**config.mk**
```make
export PLATFORM = sky130hd
export DESIGN_NAME = cnt_cmd_seq_flat
export DESIGN_NICKNAME = d
export VERILOG_FILES = /design/src/rtl/cnt_cmd_seq_if.sv /design/src/rtl/cnt_cmd_seq.sv /design/src/flat_wrapper.sv
export SDC_FILE = /design/constraint.sdc
export NUM_CORES = 1
export LEC_CHECK = 0
export CORE_ASPECT_RATIO = 1.75
export CORE_MARGIN = 4
export CORE_UTILIZATION = 63
export CTS_BUF_LIST = sky130_fd_sc_hd__clkbuf_8
export CTS_CLUSTER_DIAMETER = 100
export CTS_CLUSTER_SIZE = 24
export DETAILED_ROUTE_END_ITERATION = 12
export PLACE_DENSITY = 0.87
export SYNTH_ARGS = -nofsm -noshare
export SYNTH_HDL_FRONTEND = slang
export SYNTH_SLANG_ARGS = --single-unit
```
**constraint.sdc**
```tcl
create_clock -name clk -period 4.2 [get_ports clk]
set_input_delay 0.84 -clock clk [delete_from_list [all_inputs] [get_ports clk]]
set_output_delay 0.84 -clock clk [all_outputs]
set_load 0.02 [all_outputs]
```
**src/rtl/cnt_cmd_seq_if.sv**
```systemverilog
// Command push channel into cnt_cmd_seq: valid/ready with 2-bit opcode and 8-bit argument.
interface cnt_cmd_seq_if;
  logic       cmd_valid;
  logic       cmd_ready;
  logic [1:0] cmd_op;
  logic [7:0] cmd_arg;

  modport master (output cmd_valid, output cmd_op, output cmd_arg, input cmd_ready);
  modport slave  (input cmd_valid, input cmd_op, input cmd_arg, output cmd_ready);
endinterface

```
**src/rtl/cnt_cmd_seq.sv**
```systemverilog
// Sequencer driving the 8-bit up/down counter from FIFO-queued LOAD/UP/DOWN/HOLD commands; first control one edge after accept.
// cmd_ready drops while the FIFO is full; defining CNT_CMD_SEQ_FLUSH_EN adds a synchronous flush input.
module cnt_cmd_seq_fifo #(
  parameter int W     = 10,
  parameter int DEPTH = 4,
  parameter int AW    = 2
) (
  input  logic         clk,
  input  logic         rst_n,
  input  logic         clr,
  input  logic         push,
  input  logic [W-1:0] push_dat,
  input  logic         pop,
  output logic [W-1:0] head_dat,
  output logic [AW:0]  level
);
  localparam logic [AW-1:0] PTR_ONE = AW'(1);
  localparam logic [AW:0]   LVL_ONE = (AW+1)'(1);

  logic [W-1:0]  mem [DEPTH];
  logic [AW-1:0] wr_ptr;
  logic [AW-1:0] rd_ptr;

  assign head_dat = mem[rd_ptr];

  always_ff @(posedge clk) begin
    if (push) mem[wr_ptr] <= push_dat;
  end

  always_ff @(posedge clk or negedge rst_n) begin
    if (!rst_n) begin
      wr_ptr <= '0;
      rd_ptr <= '0;
      level  <= '0;
    end else if (clr) begin
      wr_ptr <= '0;
      rd_ptr <= '0;
      level  <= '0;
    end else begin
      if (push) wr_ptr <= wr_ptr + PTR_ONE;
      if (pop)  rd_ptr <= rd_ptr + PTR_ONE;
      case ({push, pop})
        2'b10:   level <= level + LVL_ONE;
        2'b01:   level <= level - LVL_ONE;
        default: ;
      endcase
    end
  end
endmodule

module cnt_cmd_seq #(
  parameter int DEPTH = 4,
  parameter int AW    = 2
) (
  input  logic         clk,
  input  logic         rst_n,
`ifdef CNT_CMD_SEQ_FLUSH_EN
  input  logic         flush,
`endif
  cnt_cmd_seq_if.slave cmd,
  output logic         ld_en,
  output logic         en,
  output logic         updwn,
  output logic [7:0]   datain,
  output logic         busy,
  output logic         cmd_done,
  output logic [AW:0]  level
);
  typedef enum logic {IDLE, RUN} state_t;

  localparam logic [1:0]  OP_LOAD  = 2'b00;
  localparam logic [1:0]  OP_UP    = 2'b01;
  localparam logic [1:0]  OP_DOWN  = 2'b10;
  localparam logic [1:0]  OP_HOLD  = 2'b11;
  localparam logic [AW:0] FULL_LVL = (AW+1)'(DEPTH);

  state_t     state, state_nxt;
  logic [7:0] rem, rem_nxt;
  logic [7:0] datain_nxt;
  logic       ld_en_nxt, en_nxt, updwn_nxt, done_nxt;
  logic       clr, push, pop, empty;
  logic [9:0] head_dat;
  logic [1:0] head_op;
  logic [7:0] head_arg;

`ifdef CNT_CMD_SEQ_FLUSH_EN
  assign clr = flush;
`else
  assign clr = 1'b0;
`endif

  assign cmd.cmd_ready     = (level != FULL_LVL);
  assign push              = cmd.cmd_valid && cmd.cmd_ready && !clr;
  assign empty             = (level == '0);
  assign {head_op, head_arg} = head_dat;
  assign busy              = (state == RUN) || !empty;

  cnt_cmd_seq_fifo #(.W(10), .DEPTH(DEPTH), .AW(AW)) u_fifo (
    .clk      (clk),
    .rst_n    (rst_n),
    .clr      (clr),
    .push     (push),
    .push_dat ({cmd.cmd_op, cmd.cmd_arg}),
    .pop      (pop),
    .head_dat (head_dat),
    .level    (level)
  );

  // IDLE or the last cycle of a RUN command is a command boundary: pop the next entry with zero bubble.
  always_comb begin
    state_nxt  = state;
    rem_nxt    = rem;
    ld_en_nxt  = ld_en;
    en_nxt     = en;
    updwn_nxt  = updwn;
    datain_nxt = datain;
    done_nxt   = 1'b0;
    pop        = 1'b0;
    if (state == IDLE || rem == 8'd1) begin
      state_nxt = IDLE;
      ld_en_nxt = 1'b0;
      en_nxt    = 1'b0;
      if (!empty) begin
        pop      = 1'b1;
        rem_nxt  = head_arg;
        done_nxt = (head_arg <= 8'd1);
        if (head_arg > 8'd1) state_nxt = RUN;
        case (head_op)
          OP_LOAD: begin
            ld_en_nxt  = 1'b1;
            datain_nxt = head_arg;
            done_nxt   = 1'b1;
            state_nxt  = IDLE;
          end
          OP_UP, OP_DOWN: begin
            if (head_arg != 8'd0) begin
              en_nxt    = 1'b1;
              updwn_nxt = (head_op == OP_UP);
            end
          end
          OP_HOLD: ;
        endcase
      end
    end else begin
      rem_nxt  = rem - 8'd1;
      done_nxt = (rem == 8'd2);
    end
    if (clr) begin
      state_nxt = IDLE;
      ld_en_nxt = 1'b0;
      en_nxt    = 1'b0;
      done_nxt  = 1'b0;
      pop       = 1'b0;
    end
  end

  always_ff @(posedge clk or negedge rst_n) begin
    if (!rst_n) begin
      state    <= IDLE;
      rem      <= 8'd0;
      ld_en    <= 1'b0;
      en       <= 1'b0;
      updwn    <= 1'b0;
      datain   <= 8'd0;
      cmd_done <= 1'b0;
    end else begin
      state    <= state_nxt;
      rem      <= rem_nxt;
      ld_en    <= ld_en_nxt;
      en       <= en_nxt;
      updwn    <= updwn_nxt;
      datain   <= datain_nxt;
      cmd_done <= done_nxt;
    end
  end
endmodule
```
**src/flat_wrapper.sv**
```systemverilog
// flat-port wrapper written by rule: the top's interface ports become plain ports
module cnt_cmd_seq_flat 
#(
  parameter int DEPTH = 4,
  parameter int AW    = 2
)
  (clk, rst_n, ld_en, en, updwn, datain, busy, cmd_done, level, cmd_cmd_valid, cmd_cmd_op, cmd_cmd_arg, cmd_cmd_ready);
  cnt_cmd_seq_if cmd_i ();
  input  logic clk;
  input  logic rst_n;
  output logic ld_en;
  output logic en;
  output logic updwn;
  output logic [7:0] datain;
  output logic busy;
  output logic cmd_done;
  output logic [AW:0] level;
  input wire logic [$bits(cmd_i.cmd_valid)-1:0] cmd_cmd_valid;
  input wire logic [$bits(cmd_i.cmd_op)-1:0] cmd_cmd_op;
  input wire logic [$bits(cmd_i.cmd_arg)-1:0] cmd_cmd_arg;
  output wire logic [$bits(cmd_i.cmd_ready)-1:0] cmd_cmd_ready;
  assign cmd_i.cmd_valid = cmd_cmd_valid;
  assign cmd_i.cmd_op = cmd_cmd_op;
  assign cmd_i.cmd_arg = cmd_cmd_arg;
  assign cmd_cmd_ready = cmd_i.cmd_ready;
  cnt_cmd_seq #(.DEPTH(DEPTH), .AW(AW)) u_core (.clk(clk), .rst_n(rst_n), .cmd(cmd_i), .ld_en(ld_en), .en(en), .updwn(updwn), .datain(datain), .busy(busy), .cmd_done(cmd_done), .level(level));
endmodule
```
# [Yosys cells after proc, flatten, opt, wreduce, memory -nomap -nowiden]
# Memory sizes are Yosys's and may differ from the RTL's.
# Cells that the tools add are included.
[totals] reg_bits=28 ram_bits=40 inputBits=13 out_inout_bits=17 word_cells=57 memories=1
[memory_table] name="u_core.u_fifo.mem" words=4 width=10 read_ports=1 rd_ports_with_merged_regs=0 write_ports=1 line_no="cnt_cmd_seq.sv:20" source="logic [W-1:0] mem [DEPTH];"
[classes] add_sub_neg=5 order_cmp=2 eq_ne=8 n_mux=18 n_bitwise=2 reduce_logical=11
[op_table] cell="$mux W8" count=2
[op_table] cell="$mux W1" count=15
[op_table] cell="$eq A8 B1 Y1 const B" count=1
[op_table] cell="$eq A8 B2 Y1 const B" count=1
[op_table] cell="$gt A8 B1 Y1 const B" count=1
[op_table] cell="$le A8 B1 Y1 const B" count=1
[op_table] cell="$reduce_bool A8 Y1" count=1
[op_table] cell="$sub A8 B1 Y8 const B" count=1
[op_table] cell="$pmux W3 S2" count=1
[op_table] cell="$add A2 B1 Y2 const B" count=2
[op_table] cell="$eq A2 B1 Y1 const B" count=2
[op_table] cell="$eq A2 B2 Y1 const B" count=2
[op_table] cell="$reduce_and A4 Y1" count=1
[op_table] cell="$add A3 B1 Y3 const B" count=1
[op_table] cell="$logic_not A3 Y1" count=1
[op_table] cell="$ne A3 B3 Y1 const B" count=1
[op_table] cell="$reduce_and A3 Y1" count=1
[op_table] cell="$sub A3 B1 Y3 const B" count=1
[op_table] cell="$logic_not A2 Y1" count=1
[op_table] cell="$logic_or A1 B1 Y1" count=2
[op_table] cell="$ne A2 B2 Y1 const B" count=1
[op_table] cell="$not A1 Y1" count=2
[op_table] cell="$reduce_bool A2 Y1" count=1
[op_table] cell="$reduce_or A2 Y1" count=1
[op_table] cell="2 further kinds" count=2

# [Depth between registers and ports, before layout]
# Gate-level depths: netlist (run 1).
[logic_depth] ltp_word=5 ltp_mapped=12

# [Modules after synthesis]
# A second synthesis (run 1) with hierarchy kept.
[unflattened] hier_cells=206 hier_area_um2=3029.2
[modules_own_cells] module="cnt_cmd_seq_fifo" instances=1 cells_each=91 area_per_inst_um2=1878.1 seq_area_each_um2=1376.3
[modules_own_cells] module="cnt_cmd_seq" instances=1 cells_each=115 area_per_inst_um2=1151.1 seq_area_each_um2=525.5

# [Worst setup path after synthesis (run 1)]
# Ideal clock, no wire load.
[synth_path] kind="register to register" from="register u_core.rem[2]" to="register u_core.u_fifo.level[2]" t_arrival_ns=2.437 t_required_ns=4.120 path_slack_ns=1.683 path_stages_with_launch=12 path_cell_list="dfrtp_1 nor3_1 a31oi_1 or2_2 clkbuf_1 inv_2 ha_1 inv_1 fa_1 xor2_1 nor2_1 xor2_1"
[synth_between] elab_chain_len=5 elab_cells_between_ends=7 cone_classes="3 x eq/ne; 2 x mux; 2 x reduce/logical"
[synth_rtl] element="start, declared" line_no="cnt_cmd_seq.sv:78" source="logic [7:0] rem, rem_nxt;"
[synth_rtl] element="start signal, assigned" line_no="cnt_cmd_seq.sv:168" source="rem <= rem_nxt;"
[synth_rtl] element="$eq A8 B1 Y1 (*)" line_no="cnt_cmd_seq.sv:119" source="if (state == IDLE || rem == 8'd1) begin"
[synth_rtl] element="$logic_or A1 B1 Y1 (*)" line_no="cnt_cmd_seq.sv:119"
[synth_rtl] element="$mux W1 (*)" line_no="cnt_cmd_seq.sv:119"
[synth_rtl] element="net u_core.pop" line_no="cnt_cmd_seq.sv:81" source="logic clr, push, pop, empty;"
[synth_rtl] element="$eq A2 B1 Y1 / $eq A2 B2 Y1 (equally long branches)" line_no="cnt_cmd_seq.sv:42" source="case ({push, pop})"
[synth_rtl] element="$pmux W3 S2 / $reduce_bool A2 Y1 (equally long branches)"
[synth_rtl] element="end signal, assigned" line_no="cnt_cmd_seq.sv:43" source="2'b10: level <= level + LVL_ONE;"
[synth_rtl] element="end signal, assigned" line_no="cnt_cmd_seq.sv:44" source="2'b01: level <= level - LVL_ONE;"
[synth_rtl] element="end, declared" line_no="cnt_cmd_seq.sv:15" source="output logic [AW:0] level"
# The timed path passes the listed nets; every way through them passes the cells marked *.
# A chain may end at the register's enable or synchronous reset.

# [Worst setup path after layout (run 1)]
# Ends and elaborated chain as after synthesis.

==> summary.txt, run 1 <==
Final layout
  – Syn-to-layout area delta: 20.34%
  – Post-Layout Cell Count: 276
  – Layout cells sized above 1: 0.1289
  – Final Util: 0.7884
  – Filler cells: 253
  – Register area: 1902 sq um
  – # diodes: 0
  – Final #Nets: 244
  – Multi-input logic area: 915.9 sq um

Placement
  – GPL Wtd Cong: 0.8989
  – # placed instances: 260
  – Port buffer count: 29
  – Post-DP HPWL: 3572 um

Synthesis
  – Asr flop ratio synth: 0.4118
  – Most common cell in the netlist: edfxtp_1
  – Main synth FF type: edfxtp_1
  – Area of the mapped netlist: 2885 sq um
  – Synth area leaders: edfxtp_1 (42%), dfrtp_1 (24%), mux4_1 (8.2%)
  – Warnings, synthesis: 0
  – Avg Inst Size Synth: 15.77 sq um
  – Net Count, Synth: 207
  – EDFF count, synth: 40
  – #FFs+latches synth: 68
  – Seq/Total Area, Yosys: 0.6592
  – Cell taking the most area after synthesis: edfxtp_1
  – Synth Instances: 183
  – Netlist cell types: 34
  – Synth top area share: 0.4163
  – Post-synth top cells: edfxtp_1 (40), dfrtp_1 (28), nand2_1 (16)

Critical path
  – Most used cell, CP: xor2_1
  – Crit path DAT: 3300 ps
  – Worst setup path start: u_core.rem[2]
  – CP Class: flip-flop to flip-flop
  – Worst Path Required: 4460 ps
  – Critical path endpoint category: flip-flop
  – Critical-path cell list: nor3_1 -> a31oi_1 -> or2_2 -> inv_2 -> ha_1 -> inv_1 -> fa_1 -> xor2_1 -> nor2_1 -> xor2_1
  – Reg-to-reg startpoint: u_core.rem[2]
  – Startpoint Class: flip-flop
  – CP max-delay cell: or2_2
  – Critical path fanouts, max: 13
  – Max stage delay on crit path: 500 ps

Global routing
  – Global-route wire length before repair: 9252 um
  – Vias in the first global route: 1810
  – Antenna violations before repair: 0
  – GRT Residual Overflow: 0
  – Pin count of the biggest net entering global routing: 29
  – Overall Global Routing Usage: 0.2260

Timing
  – RSZ-0062 raised after global routing: no
  – Worst slew pin tran: 954.7 ps
  – Final setup violation count: 0
  – Tmin final: 3036 ps
  – Final Hold Fails: 0
  – Layout Skew: 6.034 ps
  – Pins over their slew limit: 0
  – Slew margin rel.: 0.3605
  – Final period utilization: 0.7228
  – TNS Setup: 0 ps
  – FMAX: 0.3294 GHz

Clock tree
  – Worst-path clk slew: 70 ps
  – Clock Tree Buf Depth: 2
  – CTS buffer count: 9
  – Clk root buf: clkbuf_8
  – CTS tree: yes
  – # clock sinks: 68
  – H-tree depth: 3
  – Post-CTS Setup Repair Bufs: 0
  – Clock Latency Late Sink: 340 ps
  – Post_cts resized: 0
  – Hold Buf Count CTS: 0

Worst hold path
  – Min-delay src: u_core.ld_en
  – Hold crit path type: flip-flop to flip-flop

Route
  – # DRC: 0
  – DRT Wirelength: 5749 um
  – 1st-iter DRT viols: 78
  – Vias post-DR: 1722
  – DR vias/cell: 6.239
  – DR WL/cell: 20.83 um
  – First-pass detailed-route iteration total: 4
  – DRT antenna net count: 0

Floorplan
  – Initial core utilization: 0.6551
  – Num ports: 30
  – Core box area: 4404 sq um
  – Die span in y: 97.53 um
  – Number of cell rows: 32
  – Die extent in x: 59.16 um
  – Die area: 5769 sq um

Power and ir drop
  – VDD IR max: 0.0005514 V
  – Cell Pwr Density: 733.4 nW/um^2
  – Leakage: 1.378 nW

Job
  – Max-cap violations: 0

Run status
  – Status: finished, final reports clean
[where the power goes]
| group | internal, mW | switching [mW] | leakage [nW] |
|---|---|---|---|
| combinational | 0.381 | 0.429 | 0.545 |
| sequential | 0.917 | 0.160 | 0.713 |
| clock | 0.398 | 0.262 | 0.120 |
| total | 1.70 | 0.850 | 1.38 |
[through the flow]
stage	cell area [sq um]	setup WS [ps]	power [mW]	hold slack, ps
6_report	3472	1164	2.546	473.6
5_1_grt	3472	899.0	2.681	524.6
4_1_cts	3472	1171	2.557	480.0
3_5_place_dp	3224	1254	1.878	462.5
3_3_place_gp	3224	1432	1.826	472.2
2_1_floorplan	2885	1683	1.576	494.0
[registers in the layout, summed over array words and instances, names as in the netlist]
signal                flops
u_core.u_fifo.wr_ptr      2
u_core.state              1
u_core.u_fifo.level       3
u_core.updwn              1
u_core.datain             8
u_core.u_fifo.rd_ptr      2
u_core.cmd_done           1
u_core.en                 1
u_core.rem                8
u_core.ld_en              1
u_core.u_fifo.mem        40
[final timing paths]
check,cells after the start,slack [ps],endpoint
hold / removal,2,470,u_core.ld_en
hold reg to reg,2,470,u_core.ld_en
min in group asynchronous,2,870,u_core.rem[1]
setup reg to reg,10,1160,u_core.u_fifo.level[2]
max in group asynchronous,2,3070,u_core.u_fifo.rd_ptr[1]
setup / recovery,10,1160,u_core.u_fifo.level[2]
[worst max-delay path: cells and delay by family, from the launching register on]
| family | cells | cell delay [ps] |
|---|---|---|
| AND/OR/NAND/NOR | 3 | 940 |
| adder cells (fa/ha/maj) | 2 | 600 |
| XOR/XNOR | 2 | 330 |
| flip-flops | 1 | 430 |
| AO/OA/AOI/OAI | 1 | 400 |
| buffers and inverters | 2 | 250 |
[layout make-up]
type | instances | share of cell area
clock inverters | 7 | 0.03568
flip-flops and latches | 68 | 0.5477
well taps | 51 | 0.01838
inverters | 12 | 0.01297
multi-input cells | 99 | 0.2638
clock buffers | 9 | 0.03568
repair buffers | 30 | 0.08577
[per-layer routing]
layer,global-route usage,up-vias,share of wire,wire (um)
li1,-,772,-,-
met1,0.2493,855,0.35,1994
met2,0.3799,73,0.56,3245
met3,0.04787,22,0.043,249
met4,0.1396,0,0.045,259
met5,0,-,0,0
[placed cells by master (no fill, tap or decap), types with 3 or more instances in the layout]
| cell | instances |
|---|---|
| inv_1 | 11 |
| nor3_1 | 5 |
| bufinv_16 | 3 |
| nand2_1 | 16 |
| o211ai_1 | 3 |
| edfxtp_1 | 40 |
| or3_1 | 3 |
| and3_1 | 4 |
| xnor2_1 | 4 |
| dfrtp_1 | 28 |
| o21ai_0 | 3 |
| or4_1 | 3 |
| nor2_1 | 4 |
| mux4_1 | 9 |
| nand3_1 | 5 |
| clkdlybuf4s50_1 | 29 |
| mux2_2 | 8 |
| clkbuf_8 | 9 |
| ha_1 | 10 |
| o311ai_0 | 3 |
[logic make-up after synthesis]
kind of cell    count (synthesis)  share of synthesized area
fa+ha+maj                      11                    0.05030
mux                            19                     0.1262
xor+xnor                        6                    0.01821
compound gates                 19                    0.04770
buf+inv                        16                    0.02342
flops                          68                     0.6591
simple gates                   44                    0.07502
Power figures use the tool's default switching activity.
==> inputs of run 2 (changes only) <==
--- a/config.mk
+++ b/config.mk
@@ -7,12 +7,12 @@
 export LEC_CHECK = 0
 export CORE_ASPECT_RATIO = 1.75
 export CORE_MARGIN = 4
-export CORE_UTILIZATION = 63
+export CORE_UTILIZATION = 53
 export CTS_BUF_LIST = sky130_fd_sc_hd__clkbuf_8
 export CTS_CLUSTER_DIAMETER = 100
 export CTS_CLUSTER_SIZE = 24
 export DETAILED_ROUTE_END_ITERATION = 12
-export PLACE_DENSITY = 0.87
+export PLACE_DENSITY = 0.78
 export SYNTH_ARGS = -nofsm -noshare
 export SYNTH_HDL_FRONTEND = slang
 export SYNTH_SLANG_ARGS = --single-unit
==> constraint.sdc (replaced) <==
create_clock -name clk -period 2.55 [get_ports clk]
set_input_delay 0.51 -clock clk [delete_from_list [all_inputs] [get_ports clk]]
set_output_delay 0.51 -clock clk [all_outputs]
set_load 0.02 [all_outputs]
==> summary.txt, run 2 (synthesis results as in run 1) <==
Run status
  – Status: finished, final reports clean

Placement
  – Post-DP HPWL: 3673 um
  – Port buffer count: 29
  – GPL Wtd Cong: 0.7747

Critical path
  – CP Class: flip-flop to flip-flop
  – Crit path DAT: 2670 ps
  – RR Endpoint: u_core.updwn
  – Critical path fanouts, max: 8
  – Reg-to-reg startpoint: u_core.u_fifo.rd_ptr[0]
  – Worst-case reg-to-reg path depth: 5
  – Startpoint Class: flip-flop
  – Flop2flop setup slack: 100 ps
  – Critical path endpoint category: flip-flop
  – Worst Path Required: 2780 ps

Power and ir drop
  – Cell Pwr Density: 1182 nW/um^2
  – VDD IR max: 0.0007452 V
  – Switching share of total power: 0.3193
  – Power, Total: 4.191 mW
  – Clock Power Share: 0.254
  – Leakage: 1.419 nW
  – Sequential fraction of design power: 0.413
  – Switching power: 1.338 mW
  – Combinational share of power: 0.332
  – Int Power: 2.853 mW

Global routing
  – Antenna violations before repair: 0
  – Pin count of the biggest net entering global routing: 29
  – GRT Residual Overflow: 0
  – Vias in the first global route: 1677
  – Global-route wire length before repair: 8066 um
  – Overall Global Routing Usage: 0.1636

Route
  – DRT antenna net count: 0
  – # DRC: 0
  – DR WL/cell: 17.31 um
  – DRT Wirelength: 4984 um
  – 1st-iter DRT viols: 101
  – DR vias/cell: 5.757
  – Vias post-DR: 1658
  – First-pass detailed-route iteration total: 4

Job
  – Max-cap violations: 0

Final layout
  – Most frequent cells in the layout: edfxtp_1 (40), clkdlybuf4s50_1 (29), dfrtp_1 (27)
  – Commonest non-fill, non-tap cell in the layout: edfxtp_1
  – Layout cells sized above 1: 0.1674
  – Max reg flops: 40
  – # diodes: 0
  – Syn-to-layout area delta: 22.85%
  – Top flop regs: u_core.u_fifo.mem x40, u_core.datain x8, u_core.rem x8
  – Final #Nets: 252
  – Largest Register: u_core.u_fifo.mem

Timing
  – Final period utilization: 0.9601
  – Final setup violation count: 0
  – Final Hold Fails: 0
  – RSZ-0062 raised after global routing: no
  – Tmin final: 2448 ps
  – Worst slew pin tran: 521.5 ps
  – Layout Skew: 7.738 ps
  – TNS Setup: 0 ps
  – Pins over their slew limit: 0
  – Slew margin rel.: 0.6524
  – FMAX: 0.4084 GHz

Clock tree
  – Clk root buf: clkbuf_8
  – Post-CTS Setup Repair Bufs: 0
  – CTS buffer count: 9
  – CTS tree: yes
  – Hold Buf Count CTS: 0
  – H-tree depth: 3
  – Clock Latency Late Sink: 340 ps
  – Clock Tree Buf Depth: 2
  – # clock sinks: 68
  – Worst-path clk slew: 70 ps

Worst hold path
  – Hold crit path type: flip-flop to flip-flop
  – Worst hold stages: 2
  – Min-Delay Endpoint: u_core.ld_en
  – Min-delay src: u_core.ld_en

Floorplan
  – Die extent in x: 63.78 um
  – Die span in y: 105.6 um
  – Core box area: 5255 sq um
  – Num ports: 30
  – Die area: 6735 sq um
  – Number of cell rows: 35
  – Initial core utilization: 0.5490
==> run 2: cell types whose count changed in the layout (fill, tap and decap cells not counted), sizes merged <==
cell | previous run | this run
clkinv | 2 | 4
clkinvlp | 1 | 0
buf | 1 | 9
inv | 13 | 12
==> run 2: final cells by class <==
type	count	area, sq um
flip-flops and latches	68	1903
fillers	373	1710
multi-input cells	99	920.9
repair buffers	38	357.8
clock inverters	7	125.1
clock buffers	9	123.9
well taps	55	68.82
inverters	12	45.04
==> run 2: timing repair <==
action,4_1_cts,5_1_grt
gates resized for setup,1,1
endpoints found under the setup margin,1,1
hold endpoints to repair,0,0
==> run 2: metrics by stage <==
step                hold slack (ps)    util  setup WS, ps  cell area, sq um  cells
floorplan                     214.4       -         32.77              2885    183
global placement              464.9  0.6260         93.80              3289    272
detailed placement            481.2  0.6260         31.33              3289    272
CTS                           497.0  0.6736         80.86              3540    288
global route                  517.1  0.6745         25.90              3545    288
finish                        486.4  0.6745         101.7              3545    288
==> run 2: per-layer routing <==
layer | global-route usage | vias to the layer above | part of all wire
met5 | 0 | - | 0
met4 | 0.1128 | 0 | 0.022
met3 | 0.03092 | 8 | 0.032
met2 | 0.2782 | 41 | 0.56
met1 | 0.1810 | 822 | 0.39
li1 | - | 787 | -
==> run 2: worst max-delay path by stage <==
stage,start,end,slack (ps),depth (start not counted)
final,u_core.u_fifo.rd_ptr[0],u_core.updwn,100,5
after global routing,u_core.u_fifo.rd_ptr[0],u_core.updwn,30,5
after CTS,u_core.u_fifo.rd_ptr[0],u_core.updwn,80,5
after detailed placement,u_core.u_fifo.rd_ptr[0],u_core.updwn,30,5
after global placement,u_core.u_fifo.rd_ptr[0],u_core.updwn,90,5
after floorplan,u_core.rem[2],u_core.u_fifo.level[2],30,11
==> run 2: worst max-delay path: stages, from the launching register on <==
cell and delay [ps]:
dfrtp_2 440, buf_4 200, mux4_1 610, or3_1 410
o311a_1 370, mux2_4 300
==> run 2: power groups by stage <==
stage	registers [mW]	logic (mW)	clock network, mW
3_3_place_gp	1.73	1.37	0
2_1_floorplan	1.80	0.792	0
6_report	1.73	1.39	1.07
5_1_grt	1.78	1.53	1.13
3_5_place_dp	1.75	1.41	0
4_1_cts	1.73	1.41	1.08
==> inputs of run 3 (changes only) <==
--- a/config.mk
+++ b/config.mk
@@ -6,7 +6,7 @@
 export NUM_CORES = 1
 export LEC_CHECK = 0
 export CORE_ASPECT_RATIO = 1.75
-export CORE_MARGIN = 4
+export CORE_MARGIN = 5
 export CORE_UTILIZATION = 53
 export CTS_BUF_LIST = sky130_fd_sc_hd__clkbuf_8
 export CTS_CLUSTER_DIAMETER = 100
==> summary.txt, run 3 (synthesis results as in run 1) <==
Placement
  – # placed instances: 291
  – Pre-CTS setup slack: -8.691 ps
  – GPL Wtd Cong: 0.7858
  – Post-DP HPWL: 3639 um
  – Port buffer count: 29

Final layout
  – Commonest non-fill, non-tap cell in the layout: edfxtp_1
  – Register area: 1903 sq um
  – Multi-input logic area: 917.1 sq um
  – Largest Register: u_core.u_fifo.mem
  – # diodes: 0
  – Layout cells sized above 1: 0.1717
  – Final #Nets: 252
  – Most frequent cells in the layout: edfxtp_1 (40), clkdlybuf4s50_1 (29), dfrtp_1 (27)
  – Max reg flops: 40
  – Syn-to-layout area delta: 21.03%
  – Post-Layout Cell Count: 307
  – Filler cells: 391
  – Top flop regs: u_core.u_fifo.mem x40, u_core.datain x8, u_core.rem x8

Power and ir drop
  – Clock Power Share: 0.197
  – Int Power: 2.552 mW
  – Switching power: 1.349 mW
  – Combinational share of power: 0.357
  – Switching share of total power: 0.3459
  – VDD IR max: 0.0005532 V
  – Leakage: 1.370 nW
  – Sequential fraction of design power: 0.446
  – Cell Pwr Density: 1117 nW/um^2

Global routing
  – Vias in the first global route: 1753
  – Overall Global Routing Usage: 0.1610
  – GRT Residual Overflow: 0
  – Global-route wire length before repair: 8280 um
  – Antenna violations before repair: 0
  – Pin count of the biggest net entering global routing: 29

Clock tree
  – Post-CTS Setup Repair Bufs: 0
  – CTS buffer count: 9
  – Clk root buf: clkbuf_8
  – Clock Tree Buf Depth: 2
  – Hold Buf Count CTS: 0
  – CTS tree: yes
  – # clock sinks: 68
  – Post_cts resized: 1
  – Clock Latency Late Sink: 340 ps
  – Worst-path clk slew: 80 ps
  – H-tree depth: 3

Route
  – DRT Wirelength: 5067 um
  – DR WL/cell: 16.50 um
  – # DRC: 0
  – First-pass detailed-route iteration total: 4
  – Vias post-DR: 1671
  – DR vias/cell: 5.443
  – DRT antenna net count: 0
  – 1st-iter DRT viols: 177

Floorplan
  – Initial core utilization: 0.5445
  – Core box area: 5299 sq um
  – Number of cell rows: 35
  – Die span in y: 107.6 um
  – Die extent in x: 65.78 um
  – Num ports: 30
  – Die area: 7078 sq um

Critical path
  – Startpoint Class: flip-flop
  – Critical path fanouts, max: 8
  – Critical path endpoint category: flip-flop
  – Crit path DAT: 2690 ps
  – Worst Path Required: 2770 ps
  – CP max-delay cell: mux4_1
  – CP Class: flip-flop to flip-flop
  – Max stage delay on crit path: 620 ps
  – Critical-path cell list: buf_4 -> mux4_1 -> or3_1 -> o311a_1 -> mux2_4

Timing
  – Final Hold Fails: 0
  – Layout Skew: 11.07 ps
  – Slew margin rel.: 0.6421
  – TNS Setup: 0 ps
  – Worst slew pin tran: 536.9 ps
  – Final period utilization: 0.9690
  – Final setup violation count: 0
  – Pins over their slew limit: 0
  – RSZ-0062 raised after global routing: no
  – FMAX: 0.4047 GHz
  – Tmin final: 2471 ps
  – Post-route setup slack: 79.09 ps

Job
  – Max-cap violations: 0

Worst hold path
  – Hold crit path type: flip-flop to flip-flop

Run status
  – Status: finished, final reports clean
==> run 3: cell count changes in the layout (fill, tap and decap cells not counted) <==
cell / previous run / this run
mux4_1: 9 / 8
mux4_2: 1 / 2
clkinvlp_4: 0 / 4
clkinv_4: 4 / 1
inv_6: 0 / 1
bufinv_16: 3 / 0
clkinv_2: 0 / 1
==> run 3: final timing paths <==
path	start	endpoint	slack, ps	cells past startpoint
worst max-delay path	u_core.u_fifo.rd_ptr[0]	u_core.updwn	80	5
worst min-delay path	u_core.ld_en	u_core.ld_en	480	2
worst max register to register	u_core.u_fifo.rd_ptr[0]	u_core.updwn	80	5
worst min register to register	u_core.ld_en	u_core.ld_en	480	2
max in group asynchronous	rst_n	u_core.u_fifo.rd_ptr[0]	1710	2
min in group asynchronous	rst_n	u_core.u_fifo.level[1]	540	2
==> run 3: per-layer routing <==
metal,up-vias,wire length [um],global-route usage
met1,842,1961,0.1732
met4,0,65,0.06973
met2,37,2846,0.2879
li1,786,-,-
met3,6,194,0.04284
met5,-,0,0
==> run 3: through the flow <==
stage,cell area (sq um),hold slack [ps],total power [mW],util
after global placement,3313,460.2,3.099,0.6253
after CTS,3491,484.0,3.931,0.6588
after floorplan,2885,214.4,2.596,-
final,3492,478.0,3.901,0.6590
after detailed placement,3313,465.3,3.151,0.6253
after global routing,3492,496.8,4.145,0.6590
==> run 3: final cells by class <==
class	instances	area share
Clock buffer	9	0.03547
Clock inverter	7	0.01505
Inverter	12	0.01290
Multi-Input combinational cell	99	0.2626
Sequential cell	68	0.5450
Tap cell	74	0.02651
Timing Repair Buffer	38	0.1025
==> run 3: power groups by stage <==
| stage | combinational (mW) | sequential [mW] | clock [mW] |
|---|---|---|---|
| after global placement | 1.36 | 1.74 | 0 |
| after global routing | 1.53 | 1.78 | 0.840 |
| final | 1.39 | 1.74 | 0.769 |
| after CTS | 1.41 | 1.74 | 0.786 |
| after floorplan | 0.792 | 1.80 | 0 |
| after detailed placement | 1.40 | 1.76 | 0 |
==> run 3: worst max-delay path: cells and delay by family, from the launching register on <==
kind,cells,cell delay [ps]
compound gates,1,390
buf+inv,1,210
flops,1,440
mux,2,920
simple gates,1,390
